==> src/rtl/alu_seq.sv <==
// Sequences one 8085 ALU op: latch request, drive ALU, capture result, write back ACC/FLG.
// Latency: accept at edge 0, oDone in cycle 3, oRdy again from cycle 4; requests outside IDLE are dropped (no queuing).
module alu_seq #(
  parameter int DATASIZE = 8,
  parameter int FLAG_S   = 7,
  parameter int FLAG_Z   = 6,
  parameter int FLAG_A   = 4,
  parameter int FLAG_P   = 2,
  parameter int FLAG_C   = 0
) (
  input  logic                clk,
  input  logic                rstn,
  input  logic                iReq,
  input  logic [2:0]          iOp,
  input  logic                iLd,
  input  logic [DATASIZE-1:0] iDat,
  output logic                oRdy,
  output logic                oDone,
  output logic [DATASIZE-1:0] oAcc,
  output logic [DATASIZE-1:0] oFlg,
  output logic [2:0]          oS,
  output logic [DATASIZE-1:0] oA,
  output logic [DATASIZE-1:0] oB,
  output logic [DATASIZE-1:0] oF,
  input  logic [DATASIZE-1:0] iY,
  input  logic [DATASIZE-1:0] iF
);

  typedef enum logic [1:0] {
    IDLE  = 2'd0,
    FETCH = 2'd1,
    EXEC  = 2'd2,
    WRITE = 2'd3
  } state_t;

  localparam logic [2:0] OP_CMP = 3'b111;

  // Only the architected flag bits survive write-back; the unused positions read 0.
  localparam logic [DATASIZE-1:0] FLG_MASK =
      (DATASIZE'(1) << FLAG_S) | (DATASIZE'(1) << FLAG_Z) | (DATASIZE'(1) << FLAG_A) |
      (DATASIZE'(1) << FLAG_P) | (DATASIZE'(1) << FLAG_C);

  state_t              state;
  state_t              state_nxt;
  logic [2:0]          op;
  logic [DATASIZE-1:0] acc;
  logic [DATASIZE-1:0] tmp;
  logic [DATASIZE-1:0] flg;
  logic [DATASIZE-1:0] res_y;
  logic [DATASIZE-1:0] res_f;

  always_ff @(posedge clk or negedge rstn) begin
    if (!rstn) begin
      state <= IDLE;
    end else begin
      state <= state_nxt;
    end
  end

  always_comb begin
    state_nxt = state;
    oRdy      = 1'b0;
    oDone     = 1'b0;
    case (state)
      IDLE: begin
        oRdy = 1'b1;
        if (iReq) state_nxt = FETCH;
      end
      FETCH: state_nxt = EXEC;
      EXEC:  state_nxt = WRITE;
      WRITE: begin
        oDone     = 1'b1;
        state_nxt = IDLE;
      end
      default: state_nxt = IDLE;
    endcase
  end

  always_ff @(posedge clk or negedge rstn) begin
    if (!rstn) begin
      op    <= '0;
      acc   <= '0;
      tmp   <= '0;
      flg   <= '0;
      res_y <= '0;
      res_f <= '0;
      oS    <= '0;
      oA    <= '0;
      oB    <= '0;
      oF    <= '0;
    end else begin
      case (state)
        IDLE: begin
          if (iReq) begin
            op  <= iOp;
            tmp <= iDat;
          end else if (iLd) begin
            acc <= iDat;
          end
        end
        FETCH: begin
          oS <= op;
          oA <= acc;
          oB <= tmp;
          oF <= flg;
        end
        EXEC: begin
          res_y <= iY;
          res_f <= iF;
        end
        WRITE: begin
          flg <= res_f & FLG_MASK;
          if (op != OP_CMP) acc <= res_y;
        end
        default: ;
      endcase
    end
  end

  assign oAcc = acc;
  assign oFlg = flg;

endmodule

==> config.mk <==
export PLATFORM = sky130hd
export DESIGN_NAME = alu_seq
export DESIGN_NICKNAME = d
export VERILOG_FILES = /design/src/rtl/alu_seq.sv
export SDC_FILE = /design/constraint.sdc
export NUM_CORES = 1
export LEC_CHECK = 0
export ABC_AREA = 1
export BUFFER_PORTS_ARGS = -buffer_cell sky130_fd_sc_hd__buf_2
export CORE_AREA = 3 3 77 79
export DETAILED_ROUTE_END_ITERATION = 10
export DIE_AREA = 0 0 80 82
export GPL_ROUTABILITY_DRIVEN = 1
export PLACE_DENSITY = 0.78
export SLEW_MARGIN = 40
export SYNTH_ARGS = -nofsm -noshare
export SYNTH_HDL_FRONTEND = slang
export SYNTH_SLANG_ARGS = --single-unit
==> constraint.sdc <==
create_clock -name clk -period 1.51 [get_ports clk]
set_clock_uncertainty 0.05 [all_clocks]
set_input_delay 0.151 -clock clk [delete_from_list [all_inputs] [get_ports clk]]
set_output_delay 0.151 -clock clk [all_outputs]
set_load 0.05 [all_outputs]
==> reports/qor.yml, run 1 <==
status:
  status: "finished, final reports clean"
cts:
  path_clk_slew_ps: 60
  clock-root-buffer: "clkbuf_8"
  cts_tree: "yes"
  cts_num_sinks: 63
  cts.htree.levels: 3
  clock_latency_ps: 340
  clockBufferDepth: 2
  cts_buffers: 9
routing:
  antenna_left: 0
  drt-initial-drc-count: 140
  drc: 0
  routed_wl_um: 5746
  via_per_inst: 4.810
  first_pass_iters: 4
  num_vias: 1972
  wl_per_cell_um: 14.01
worst_setup_path:
  worst_ep_arrival_time_ps: 1290
  worstReg2RegEnd: "oF[2]"
  end_kind: "primary output"
  reg2reg_slack_ps: 30
  required_ps: 1310
  worst-path-max-fanout: 4
  startpoint_type: "flop"
  critPathKind: "flop to primary output"
  r2r_start: "state[1]"
  ff2ff_path_depth: 4
  startpoint: "state[1]"
yosys:
  synth_xor_area_frac: 0
  ys_seq_elements: 63
  synth_compound_area_frac: 0.05263
  muxShareOfSynthArea: 0.1579
  avgSynthCellArea_um2: 11.64
  synth_top_family_by_area: "multiplexers"
  yosys.area_share.simple: 0.1134
  syn_area_mm2: 0.002758
  synth_cell_type_count: 21
  yosysSeqAreaShare: 0.5717
  yosysWarnings: 0
  syn-instance-count: 237
  yosys.area_share.adder: 0.02269
cells_and_area:
  final_util: 0.6718
  layout.nets: 369
  layout-drive-gt1-share: 0.4172
  stdcell_count: 410
  n_antenna_cell: 0
  area_growth_syn_to_layout_pct: 31.67
worst_hold_path:
  holdPathEnd: "res_f[7]"
  hold_class: "input pin to flop"
  hp-start: "iF[7]"
  whs_path_depth: 3
sta:
  setup_viol: 0
  hold_violations: 0
  fin_crit_ps: 1488
  fin_crit_sh: 0.9856
  fmax_mhz: 671.9
  maxSlewViolCount: 0
die:
  dieArea_mm2: 0.006560
  start_util: 0.5102
  design.core.area_mm2: 0.005405
  dieWidth_um: 80
  die_h_um: 82
  num_rows: 27
  io_pins: 76
global_route:
  grt_pass1_vias: 1935
  grtUsageTotal: 0.1886
  gr-total-overflow: 0
  grt_start_max_net_pins: 64
  grt_pass1_wl_um: 9197
  antenna_found_initial: 0
placed_design:
  hpwl_um: 3805
  globalplace.congestion: 0.7633
  placedCellCount: 375
  place.port_buffers: 66
job:
  drv_cap: 0
==> state kept, by name (all words and copies together), names as in the netlist <==
register	flops
oA	8
oAcc	8
oB	8
res_y	8
tmp	8
oF	5
oFlg	5
res_f	5
oS	3
op	3
state	2
==> kinds of logic after synthesis <==
logic type | Yosys count
compound gates | 29
fa+ha+maj | 5
buf+inv | 36
flops | 63
mux | 32
other cells | 1
simple gates | 71
==> area by class of cell <==
cell class	instances	area [um^2]
fillers	412	1774
well taps	72	90.09
repair buffers	96	653.1
multi-input cells	143	1011
clock buffers	13	158.9
clock inverters	3	65.06
inverters	20	75.07
flip-flops and latches	63	1578
==> cells in the mapped netlist (all sizes together) <==
cell   number  area share
a21oi       5      0.0091
buf        16       0.053
conb        1      0.0014
dfrtp      63        0.57
ha          5       0.023
inv        20       0.027
mux2       32        0.16
nand2      55       0.079
nand3       9       0.021
nor2        7       0.013
o21ai      24       0.044
==> metrics by stage <==
| step | cell area (um^2) | setup slack, ps | setup TNS, ps | hold slack, ps |
|---|---|---|---|---|
| floorplan | 2791 | 63.19 | 0 | -194.6 |
| global route | 3631 | -22.24 | -137.8 | 27.62 |
| CTS | 3577 | -46.50 | -46.50 | 0.4121 |
| detailed placement | 3188 | 13.70 | 0 | 135.1 |
| global placement | 3188 | 53.57 | 0 | 133.5 |
| finish | 3631 | 21.69 | 0 | 10.88 |
==> metal layers <==
metal / share of wire / up-vias / wire length (um) / GRT usage
met5: 0 / - / 0 / 0
met4: 0.029 / 0 / 165 / 0.09797
met3: 0.043 / 14 / 247 / 0.04715
met2: 0.49 / 50 / 2807 / 0.3063
met1: 0.44 / 958 / 2525 / 0.2336
li1: - / 950 / - / -
==> worst max-delay path by stage <==
stage	depth (start not counted)	end	slack [ps]
after global routing	4	oRdy	-20
final	4	oRdy	20
after floorplan	7	oAcc[0]	60
after CTS	2	oDone	-50
after global placement	4	oF[2]	50
after detailed placement	4	oB[4]	10
==> worst max-delay path, cell delays in order (launching register included) <==
cell and delay (ps):
dfrtp_1 430, inv_2 90, buf_6 120, ha_4 160
buf_8 140
==> layout by cell type, fill, tap and decap left out, drive strengths merged <==
master	count
buf	80
dfrtp	63
nand2	55
mux2	32
o21ai	24
inv	20
dlygate4sd3	16
clkbuf	13
nand3	9
nor2	7
conb	6
a21oi	5
ha	5
bufinv	2
clkinv	1
==> what timing repair did <==
| action | CTS | global route |
|---|---|---|
| buffers inserted | 0 | 3 |
| setup endpoints to repair | 14 | 36 |
| endpoints found under the hold margin | 78 | 0 |
| resized for setup | 3 | 10 |
| pin swaps | 1 | 3 |
| hold buffers | 16 | 0 |
Power of run 1 is left out: the tool's default activity adds up to more than one toggle a clock period on the data nets, which glitch-free logic cannot reach.
==> inputs of run 2 (changes only) <==
--- a/config.mk
+++ b/config.mk
@@ -7,11 +7,11 @@
 export LEC_CHECK = 0
 export ABC_AREA = 1
 export BUFFER_PORTS_ARGS = -buffer_cell sky130_fd_sc_hd__buf_2
-export CORE_AREA = 3 3 77 79
+export CORE_AREA = 3 3 75 77
 export DETAILED_ROUTE_END_ITERATION = 10
-export DIE_AREA = 0 0 80 82
+export DIE_AREA = 0 0 78 80
 export GPL_ROUTABILITY_DRIVEN = 1
-export PLACE_DENSITY = 0.78
+export PLACE_DENSITY = 0.82
 export SLEW_MARGIN = 40
 export SYNTH_ARGS = -nofsm -noshare
 export SYNTH_HDL_FRONTEND = slang
==> constraint.sdc (replaced) <==
create_clock -name clk -period 1.89 [get_ports clk]
set_clock_uncertainty 0.05 [all_clocks]
set_input_delay 0.189 -clock clk [delete_from_list [all_inputs] [get_ports clk]]
set_output_delay 0.189 -clock clk [all_outputs]
set_load 0.05 [all_outputs]
==> reports/qor.yml, run 2 (same netlist as run 1, synthesis figures left out) <==
worst_hold_path:
  hold_class: "input pin to flop"
  whs_path_depth: 3  # unchanged
  holdPathEnd: "res_f[6]"
  hp-start: "iF[6]"
sta:
  tns_ps: 0  # unchanged
  holdWs_ps: 16.27  # +5.390 ps
  maxSlewViolCount: 0  # unchanged
  fin_crit_sh: 0.9234
  setup_viol: 0  # unchanged
  rsz0062_at_grt: "no"
  fin_crit_ps: 1745
  hold_violations: 0  # unchanged
  fmax_mhz: 573.0
cts:
  clock_latency_ps: 330  # about the same
  cts_buffers: 9  # unchanged
  cts.htree.levels: 3  # unchanged
  clockBufferDepth: 2  # unchanged
  path_clk_slew_ps: 70  # about the same
  clock-root-buffer: "clkbuf_8"
  cts_num_sinks: 63  # unchanged
  cts_tree: "yes"
  ctsResizeCount: 0  # -3
placed_design:
  place.port_buffers: 66  # unchanged
  hpwl_um: 3836  # +0.82%
  globalplace.congestion: 0.7860  # +3.0%
cells_and_area:
  layout-drive-gt1-share: 0.3968  # -0.02033
  final_cell_mix: "66 x buf_2, 63 x dfrtp_1, 52 x nand2_1"
  n_antenna_cell: 0  # unchanged
  final_common_cell: "buf_2"
  area_growth_syn_to_layout_pct: 21.01
  layout.nets: 346  # -6.2%
die:
  design.core.area_mm2: 0.005075  # -6.1%
  io_pins: 76  # unchanged
  num_rows: 26  # -3.7%
  dieArea_mm2: 0.006240  # -4.9%
  dieWidth_um: 78  # -2.5%
  die_h_um: 80  # -2.4%
  start_util: 0.5434  # +0.03321
routing:
  drt-initial-drc-count: 109  # -22%
  num_vias: 1822  # -7.6%
  drc: 0  # unchanged
  antenna_left: 0  # unchanged
  routed_wl_um: 5377  # -6.4%
  first_pass_iters: 4  # unchanged
  wl_per_cell_um: 13.97  # -0.35%
  via_per_inst: 4.732  # -1.6%
worst_setup_path:
  ff2ff_path_depth: 7  # +3
  r2r_start: "state[0]"
  worst_ep_arrival_time_ps: 1510  # +220 ps
  worstReg2RegEnd: "oAcc[6]"
  reg2reg_slack_ps: 310  # +280 ps
  required_ps: 1650  # +340 ps
  critPathKind: "flop to primary output"
  startpoint_type: "flop"
  end_kind: "primary output"
  worst-path-max-fanout: 10  # +6
global_route:
  gr-total-overflow: 0  # unchanged
  grt_pass1_vias: 1866  # -3.6%
  grtUsageTotal: 0.1877  # -0.0008182
  antenna_found_initial: 0  # unchanged
  grt_pass1_wl_um: 8845  # -3.8%
  grt_start_max_net_pins: 64  # unchanged
job:
  drv_cap: 0  # unchanged
status:
  status: "finished, final reports clean"
-- run 2: cell types whose count changed in the layout (fill, tap and decap cells not counted), moves of 3 or more --
cell	change
buf_4	-6
dlygate4sd3_1	-15
ha_1	+3
inv_1	+3
inv_2	-3
-- run 2: per-layer routing --
metal  global-route usage  wire length (um)  vias up
met3              0.05756               265        7
met5                    0                 0        -
li1                     -                 -      899
met1               0.2455              2423      870
met2               0.2962              2605       46
met4              0.06818                83        0
-- run 2: final cells by class --
cell class                 instances  area, um^2
clock inverter                     3       40.04
sequential                        63        1577
tap                               70       87.58
fill                             408        1738
inverter                          20       75.07
clock buffer                      13       168.9
multi-input combinational        143       978.4
timing repair buffer              73       410.4
-- run 2: worst max path at each step --
stage	start	end	slack, ps
finish	state[0]	oDone	140
global route	state[1]	oDone	70
CTS	state[0]	oDone	120
detailed placement	state[0]	res_y[3]	330
global placement	state[0]	oAcc[7]	400
floorplan	state[0]	oAcc[0]	200
-- run 2: what timing repair did --
item | in CTS | in global routing
hold buffers | 1 | 0
hold endpoints to repair | 63 | 0
setup buffers | 0 | 0
-- run 2: stage by stage --
step           cells  instance area [um^2]    util  setup slack, ps
3_3_place_gp     368                  3118  0.6144            395.2
2_1_floorplan    242                  2776       -            197.2
3_5_place_dp     368                  3118  0.6144            334.7
5_1_grt          385                  3337  0.6575            66.49
6_report         385                  3337  0.6575            144.7
4_1_cts          385                  3337  0.6575            123.8
-- run 2: worst max-delay path, stage by stage (launching register included) --
cell	delay (ps)
dfrtp_1	380
ha_1	450
buf_2	350
Power of run 2 is left out for the same reason.
==> inputs of run 3 (changes only) <==
--- a/config.mk
+++ b/config.mk
@@ -7,11 +7,13 @@
 export LEC_CHECK = 0
 export ABC_AREA = 1
 export BUFFER_PORTS_ARGS = -buffer_cell sky130_fd_sc_hd__buf_2
+export CAP_MARGIN = 20
 export CORE_AREA = 3 3 75 77
 export DETAILED_ROUTE_END_ITERATION = 10
 export DIE_AREA = 0 0 78 80
-export GPL_ROUTABILITY_DRIVEN = 1
+export GPL_ROUTABILITY_DRIVEN = 0
 export PLACE_DENSITY = 0.82
+export REMOVE_ABC_BUFFERS = 1
 export SLEW_MARGIN = 40
 export SYNTH_ARGS = -nofsm -noshare
 export SYNTH_HDL_FRONTEND = slang
==> reports/qor.yml, run 3 (same netlist as run 1, synthesis figures left out) <==
job:
  drv_cap: 0  # unchanged
routing:
  wl_per_cell_um: 14.36  # +2.8%
  via_per_inst: 4.871  # +2.9%
  first_pass_iters: 4  # unchanged
  drc: 0  # unchanged
  antenna_left: 0  # unchanged
  num_vias: 1890  # +3.7%
  routed_wl_um: 5571  # +3.6%
  drt-initial-drc-count: 127  # +17%
die:
  io_pins: 76  # unchanged
  dieArea_mm2: 0.006240  # unchanged
  design.core.area_mm2: 0.005075  # unchanged
  die_h_um: 80  # unchanged
  start_util: 0.5434  # unchanged
  dieWidth_um: 78  # unchanged
  num_rows: 26  # unchanged
worst_setup_path:
  path_delay_family: "buffers and inverters"
  critPathKind: "flop to primary output"
  max_stage_delay_ps: 380  # -70 ps
  ff2ff_path_depth: 7  # unchanged
  required_ps: 1650  # about the same
  worstReg2RegEnd: "oAcc[1]"
  worst-path-max-fanout: 10  # unchanged
  worst_ep_arrival_time_ps: 1530  # +20 ps
  startpoint_type: "flop"
  path_buf_inv: 2  # +1
  end_kind: "primary output"
  reg2reg_slack_ps: 320  # about the same
  r2r_start: "state[0]"
  cp_cell_sequence: "ha_2, buf_4, buf_2"
  crit_slowest_cell: "dfrtp_1"
global_route:
  grt_pass1_wl_um: 9411  # +6.4%
  grtUsageTotal: 0.1991  # +0.01132
  antenna_found_initial: 0  # unchanged
  grt_start_max_net_pins: 41  # -36%
  gr-total-overflow: 0  # unchanged
  grt_pass1_vias: 1999  # +7.1%
cts:
  cts.htree.levels: 3  # unchanged
  clockBufferDepth: 2  # unchanged
  cts_tree: "yes"
  cts_num_sinks: 63  # unchanged
  clock-root-buffer: "clkbuf_8"
  clock_latency_ps: 330  # about the same
  cts_setup_buffers: 0  # unchanged
  cts_buffers: 9  # unchanged
  path_clk_slew_ps: 60  # about the same
status:
  status: "finished, final reports clean"
worst_hold_path:
  holdPathEnd: "op[1]"
  hp-start: "iOp[1]"
  hold_class: "input pin to flop"
  whs_path_depth: 3  # unchanged
cells_and_area:
  final_cell_mix: "66 x buf_2, 63 x dfrtp_1, 52 x nand2_1"
  n_antenna_cell: 0  # unchanged
  stdcell_count: 388  # +0.78%
  layout.nets: 351  # +1.4%
  area_growth_syn_to_layout_pct: 23.09
  layout-drive-gt1-share: 0.4057  # +0.008835
  final_common_cell: "buf_2"
sta:
  fin_crit_sh: 0.9368  # +0.01342
  slew_headroom: 0.6331
  fin_crit_ps: 1771  # +25.37 ps
  tightest_slew_ps: 550.4
  setup_viol: 0  # unchanged
  fmax_mhz: 564.8  # -1.4%
  hold_violations: 0  # unchanged
  rsz0062_at_grt: "no"
  maxSlewViolCount: 0  # unchanged
placed_design:
  place.port_buffers: 66  # unchanged
  placedCellCount: 371  # +0.82%
  hpwl_um: 3910  # +1.9%
run 3: worst max-delay path by stage:
stage	startpoint	to	slack, ps	depth (start not counted)
after floorplan	state[1]	oA[7]	-100	3
after global placement	state[0]	oDone	340	3
after detailed placement	state[0]	oDone	330	3
after CTS	state[0]	oDone	100	3
after global routing	state[0]	oDone	30	3
final	state[0]	oDone	120	3
run 3: routing by layer:
layer  up-vias  global-route usage  part of all wire
li1        907                   -                 -
met1       902              0.2433              0.43
met2        65              0.3271              0.49
met4         0              0.1101             0.025
met5         -                   0                 0
met3        16             0.04515             0.054
run 3: final cells by class:
class | count | area, um^2
timing repair buffer | 78 | 452.9
multi-input combinational | 143 | 983.4
sequential | 63 | 1577
fill | 404 | 1680
clock buffer | 11 | 151.4
inverter | 20 | 75.07
clock inverter | 3 | 67.56
tap | 70 | 87.58
run 3: repair_timing:
item	CTS	global route
gates resized for setup	1	0
setup endpoints to repair	1	0
hold buffers	3	0
endpoints found under the hold margin	25	0
run 3: per-stage QoR:
step | util | setup TNS, ps | setup slack [ps] | cell area, um^2 | hold slack (ps)
2_1_floorplan | - | -1782 | -99.37 | 2630 | -156.6
3_3_place_gp | 0.6193 | 0 | 339.8 | 3143 | 148.6
3_5_place_dp | 0.6193 | 0 | 328.8 | 3143 | 155.6
4_1_cts | 0.6689 | 0 | 96.00 | 3395 | 0.1514
5_1_grt | 0.6689 | 0 | 27.37 | 3395 | 15.55
6_report | 0.6689 | 0 | 119.4 | 3395 | 12.27
run 3: worst register-to-register path: stages, from the launching register on:
cell and delay [ps]:
dfrtp_1 380, inv_1 110, ha_1 250, nand2_1 150, inv_1 130, nor2_4 240
nand3_1 120, nand2_1 90
Power of run 3 is left out for the same reason.
